==> config.mk <==
export PLATFORM = sky130hd
export DESIGN_NAME = ppfifo_ingress_writer
export DESIGN_NICKNAME = d
export VERILOG_FILES = /design/src/rtl/ppfifo_ingress_writer.sv
export SDC_FILE = /design/constraint.sdc
export NUM_CORES = 1
export LEC_CHECK = 0
export ABC_CLOCK_PERIOD_IN_PS = 3200
export BUFFER_PORTS_ARGS = -buffer_cell sky130_fd_sc_hd__buf_2
export CAP_MARGIN = 20
export CORE_MARGIN = 5
export CORE_UTILIZATION = 45
export CTS_CLUSTER_DIAMETER = 120
export DETAILED_ROUTE_END_ITERATION = 6
export HOLD_SLACK_MARGIN = 0.06
export MAX_ROUTING_LAYER = met4
export PLACE_DENSITY = 0.74
export REMOVE_ABC_BUFFERS = 1
export SYNTH_ARGS = -nofsm -noshare
export SYNTH_HDL_FRONTEND = slang
export SYNTH_SLANG_ARGS = --single-unit
==> constraint.sdc <==
create_clock -name clk -period 3.2 [get_ports clk]
set_input_delay 0.32 -clock clk [delete_from_list [all_inputs] [get_ports clk]]
set_output_delay 0.32 -clock clk [all_outputs]
set_load 0.05 [all_outputs]
==> src/rtl/ppfifo_ingress_writer.sv <==
// Ingress writer for a ping-pong FIFO: claims a free buffer, streams upstream
// words into it with one cycle of latency, and releases it on last, full or idle timeout.
//
//   state   | meaning
//   IDLE    | no buffer owned, waiting for a ready flag
//   WRITE   | buffer owned, accepting upstream words
//   RELEASE | final cycle of ownership, act drops at the next edge
module ppfifo_ingress_writer #(
  parameter int unsigned TIMEOUT = 256
) (
  input  logic        clk,
  input  logic        rst,
  input  logic        i_valid,
  input  logic [31:0] i_data,
  input  logic        i_last,
  output logic        o_ready,
  input  logic [1:0]  i_ingress_rdy,
  output logic [1:0]  o_ingress_act,
  output logic        o_ingress_stb,
  output logic [31:0] o_ingress_data,
  input  logic [23:0] i_ingress_size,
  output logic        o_busy
);

  typedef enum logic [1:0] {IDLE, WRITE, RELEASE} state_t;

  localparam logic [15:0] IDLE_LIMIT = 16'(TIMEOUT - 1);

  state_t      state_q, state_d;
  logic [1:0]  act_q, act_d;
  logic        stb_q, stb_d;
  logic [31:0] data_q, data_d;
  logic [23:0] count_q, count_d;
  logic [15:0] idle_q, idle_d;

  logic        timeout_hit;
  logic        accept;
  logic [23:0] count_inc;

  // An empty buffer never times out; a partial one is flushed after TIMEOUT quiet cycles.
  assign timeout_hit = (count_q != 24'd0) && (idle_q == IDLE_LIMIT);
  assign o_ready     = (state_q == WRITE) && (count_q < i_ingress_size) && !timeout_hit;
  assign accept      = i_valid && o_ready;
  assign count_inc   = count_q + 24'd1;

  always_comb begin
    state_d = state_q;
    act_d   = act_q;
    stb_d   = 1'b0;
    data_d  = data_q;
    count_d = count_q;
    idle_d  = idle_q;
    case (state_q)
      IDLE: begin
        idle_d = 16'd0;
        if (act_q == 2'b00 && i_ingress_rdy != 2'b00) begin
          act_d   = i_ingress_rdy[0] ? 2'b01 : 2'b10;
          count_d = 24'd0;
          state_d = WRITE;
        end
      end
      WRITE: begin
        if (accept) begin
          stb_d   = 1'b1;
          data_d  = i_data;
          count_d = count_inc;
          idle_d  = 16'd0;
          if (i_last || count_inc == i_ingress_size) begin
            state_d = RELEASE;
          end
        end else begin
          idle_d = idle_q + 16'd1;
          if (i_ingress_size == 24'd0 || timeout_hit) begin
            state_d = RELEASE;
          end
        end
      end
      RELEASE: begin
        // act stays high through this cycle so the last strobe lands inside ownership
        act_d   = 2'b00;
        idle_d  = 16'd0;
        state_d = IDLE;
      end
      default: begin
        act_d   = 2'b00;
        state_d = IDLE;
      end
    endcase
  end

  always_ff @(posedge clk or negedge rst) begin
    if (!rst) begin
      state_q <= IDLE;
      act_q   <= 2'b00;
      stb_q   <= 1'b0;
      data_q  <= 32'd0;
      count_q <= 24'd0;
      idle_q  <= 16'd0;
    end else begin
      state_q <= state_d;
      act_q   <= act_d;
      stb_q   <= stb_d;
      data_q  <= data_d;
      count_q <= count_d;
      idle_q  <= idle_d;
    end
  end

  assign o_ingress_act  = act_q;
  assign o_ingress_stb  = stb_q;
  assign o_ingress_data = data_q;
  assign o_busy         = (state_q != IDLE);

endmodule

==> results.cfg <==
[synthesis]
netlist.area_leader.share_pct = 37.15
synth.distinct_cells = 62
synth-compound-area-share_pct = 16.77
yosys_most_used_dff = dfrtp_1
yosys-top-cells-area = dfrtp_1, nand2_1, ha_1, a31oi_1, nor4_1
ys_ff_latch = 77
syn_inst = 626
syn_area_um2 = 5186
async_flop_share_pct = 100.0
yosys.area_share.simple_pct = 28.15
ys_seq_area_share_pct = 37.15
synth_edf_count = 0
synth_top_family_by_area = simple AND/OR/NAND/NOR gates
synth-adder-area-share_pct = 6.514
synthMuxAreaShare_pct = 1.158
synth-xor-area-share_pct = 4.222
yosysWarnings = 0
synth_top_area_cell = dfrtp_1
avgSynthCellArea_um2 = 8.285

[timing]
min_period_ns = 3.088
clock.fmax_mhz = 323.8
setup_slack_ns = 0.1120
slew_headroom_pct = 56.76
min_period_over_period_pct = 96.50
setup_viol = 0
hold_viol = 0
slew_viol_final = 0
rsz0062_at_grt = no
finClkSkew_ns = 0.008496
tightest_slew_ns = 0.6486

[placed_design]
dp_cells = 860
placed_area_um2 = 5933
place_congestion = 1.021
io_buffers = 98
place_ws_ns = 0.2051
dp_hpwl_mm = 11.92

[clock_network]
cts_tree = done
root_buffer = clkbuf_16
insertion_delay_ns = 0.34
clk_pin_slew_ns = 0.06
cts_made_buffers = 9
htree_levels = 3
clkSinkCount = 77
cts_max_path_buffers = 2
cts-resized-gates = 0

[grt]
antenna_found_initial = 0
grt.total_usage_pct = 23.30
grt_pass1_vias = 5052
grt_max_degree = 78
grt_pass1_wl_mm = 25.76
overflow = 0

[worst_setup_path]
critical_path_arrival_ns = 3.32
r2r_end = idle_q[15]
r2r_start = count_q[6]
ff2ff_path_depth = 10
cp_max_fo = 25
endpoint = idle_q[15]
startpoint = count_q[6]
cp-start-kind = flop
cp-end-kind = flop
r2r_setup_slack_ns = 0.11
required_ns = 3.43
path_class = flop to flop

[pwr]
cellLeakagePower_nw = 3.153
p_per_area_nw_per_um2 = 795.9
max-vdd-ir-drop_uv = 726.0

[routing]
route.detailed.drc = 0
drtPass1Iterations = 5
postRouteAntennaNets = 0
vias = 5112
drt_iter0_markers = 371
wl_mm = 15.93
viasPerCell = 5.822
wl_per_cell_um = 18.14

[floorplan]
num_rows = 39
pin_count = 99
core_um2 = 11370
die_width_um = 117.4
initial_utilization_pct = 45.61
dieArea_um2 = 13770
dieHeight_um = 117.4

[finish]
stdcell_count = 878
layout-drive-gt1-share_pct = 22.18
fin_nets = 819
area_delta_synth_final_pct = 21.35
final_util_pct = 55.35
n_fill_cell = 1063
antenna_cells = 0
postLayoutCellArea_um2 = 6294

[run_status]
status = completed

[job]
cap_violations = 0

[min_path]
hp-class = input pin to flop
-- stage by stage --
stage	total power, mW	setup TNS [ns]	hold slack, ns
floorplan	3.083	-5.016	0.02441
global placement	3.834	0	0.4525
detailed placement	3.908	0	0.4563
CTS	5.029	0	0.1555
global route	5.314	0	0.1557
finish	5.009	0	0.1706
-- logic make-up after synthesis --
logic type               after synthesis
AND/OR/NAND/NOR                      288
AO/OA/AOI/OAI                        129
flip-flops                            77
buffers and inverters                 74
adder cells (fa/ha/maj)               27
XOR/XNOR                              25
multiplexers                           6
-- synthesized netlist by cell type (4+ instances only) --
cell	count
buf_2	14
dfrtp_1	77
nor4_1	24
clkbuf_1	19
a21o_1	10
nand4_1	12
xnor2_1	15
o21ai_0	18
xor2_1	10
mux2i_1	6
nor3b_1	7
a21oi_1	15
buf_4	4
nor3_1	13
a211oi_1	4
nor2_1	29
or3_1	13
nor2b_1	4
ha_1	27
inv_1	33
nand2_1	131
o22ai_1	18
and3_1	16
nand3_1	14
a22o_1	5
a31oi_1	27
and4_1	5
-- critical path, cell delays in order, from the launching register on --
cell,delay [ns]
dfrtp_1,0.56
ha_1,0.32
a21o_1,0.19
a211oi_1,0.31
and3_1,0.24
o211ai_1,0.23
a21bo_2,0.31
inv_2,0.24
buf_4,0.33
nor4b_1,0.10
a21o_1,0.16
-- cell type report --
| type | instances | area (µm²) | share of cell area (%) |
|---|---|---|---|
| multi-input cells | 475 | 2947 | 46.82 |
| flip-flops and latches | 77 | 1927 | 30.62 |
| repair buffers | 133 | 790.8 | 12.56 |
| clock buffers | 10 | 229.0 | 3.638 |
| well taps | 143 | 178.9 | 2.843 |
| inverters | 34 | 127.6 | 2.028 |
| clock inverters | 6 | 93.84 | 1.491 |
-- flip-flops by register name (all words and copies together), names as in the netlist --
name,flops
o_ingress_data,32
count_q,24
idle_q,16
o_ingress_act,2
state_q,2
o_ingress_stb,1
-- where the power goes --
part | leakage, nW | internal [mW] | switching [mW]
combinational | 1.98 | 0.694 | 1.82
sequential | 1.02 | 1.23 | 0.158
clock | 0.154 | 0.690 | 0.413
-- layout by cell type (no fill, tap or decap), drive strengths merged, types with 3 or more instances in the layout --
cell type and count:
buf 132, nand2 131, dfrtp 77, inv 36, nor2 29, a31oi 27
ha 27, nor4 26, o21ai 18, o22ai 18, and3 17, nand3 16
a21oi 15, xnor2 15, nor3 14, nand4 14, or3 13, a21o 11
xor2 10, clkbuf 10, nor3b 8, mux2i 6, and4 5, a22o 5
a211oi 4, nor2b 4, nand2b 3, nor4b 3, a21boi 3, a211o 3
a22oi 3
-- per-layer routing --
| metal | track usage (%) | part of all wire [%] | routed length, µm | up-vias |
|---|---|---|---|---|
| met3 | 6.064 | 6.4 | 1017 | 34 |
| met1 | 29.21 | 42 | 6726 | 2448 |
| met5 | - | 0 | 0 | - |
| met4 | 7.977 | 2.7 | 432 | 0 |
| li1 | - | - | - | 2459 |
| met2 | 36.60 | 49 | 7751 | 171 |
-- how the worst min path moves through the flow --
| stage | from | end | slack [ns] | depth (start not counted) |
|---|---|---|---|---|
| 2_1_floorplan | rst | count_q[0] | 0.02 | 0 |
| 3_3_place_gp | o_ingress_data[17] | o_ingress_data[17] | 0.45 | 2 |
| 3_5_place_dp | o_ingress_data[3] | o_ingress_data[3] | 0.46 | 2 |
| 4_1_cts | i_data[25] | o_ingress_data[25] | 0.16 | 3 |
| 5_1_grt | i_data[19] | o_ingress_data[19] | 0.16 | 3 |
| 6_report | i_data[10] | o_ingress_data[10] | 0.17 | 3 |
-- repair_timing --
item | CTS | global route
hold buffers | 0 | 1
buffers inserted | 0 | 0
hold endpoints to repair | 0 | 5
endpoints found under the setup margin | 0 | 0
Power figures use the tool's default switching activity.
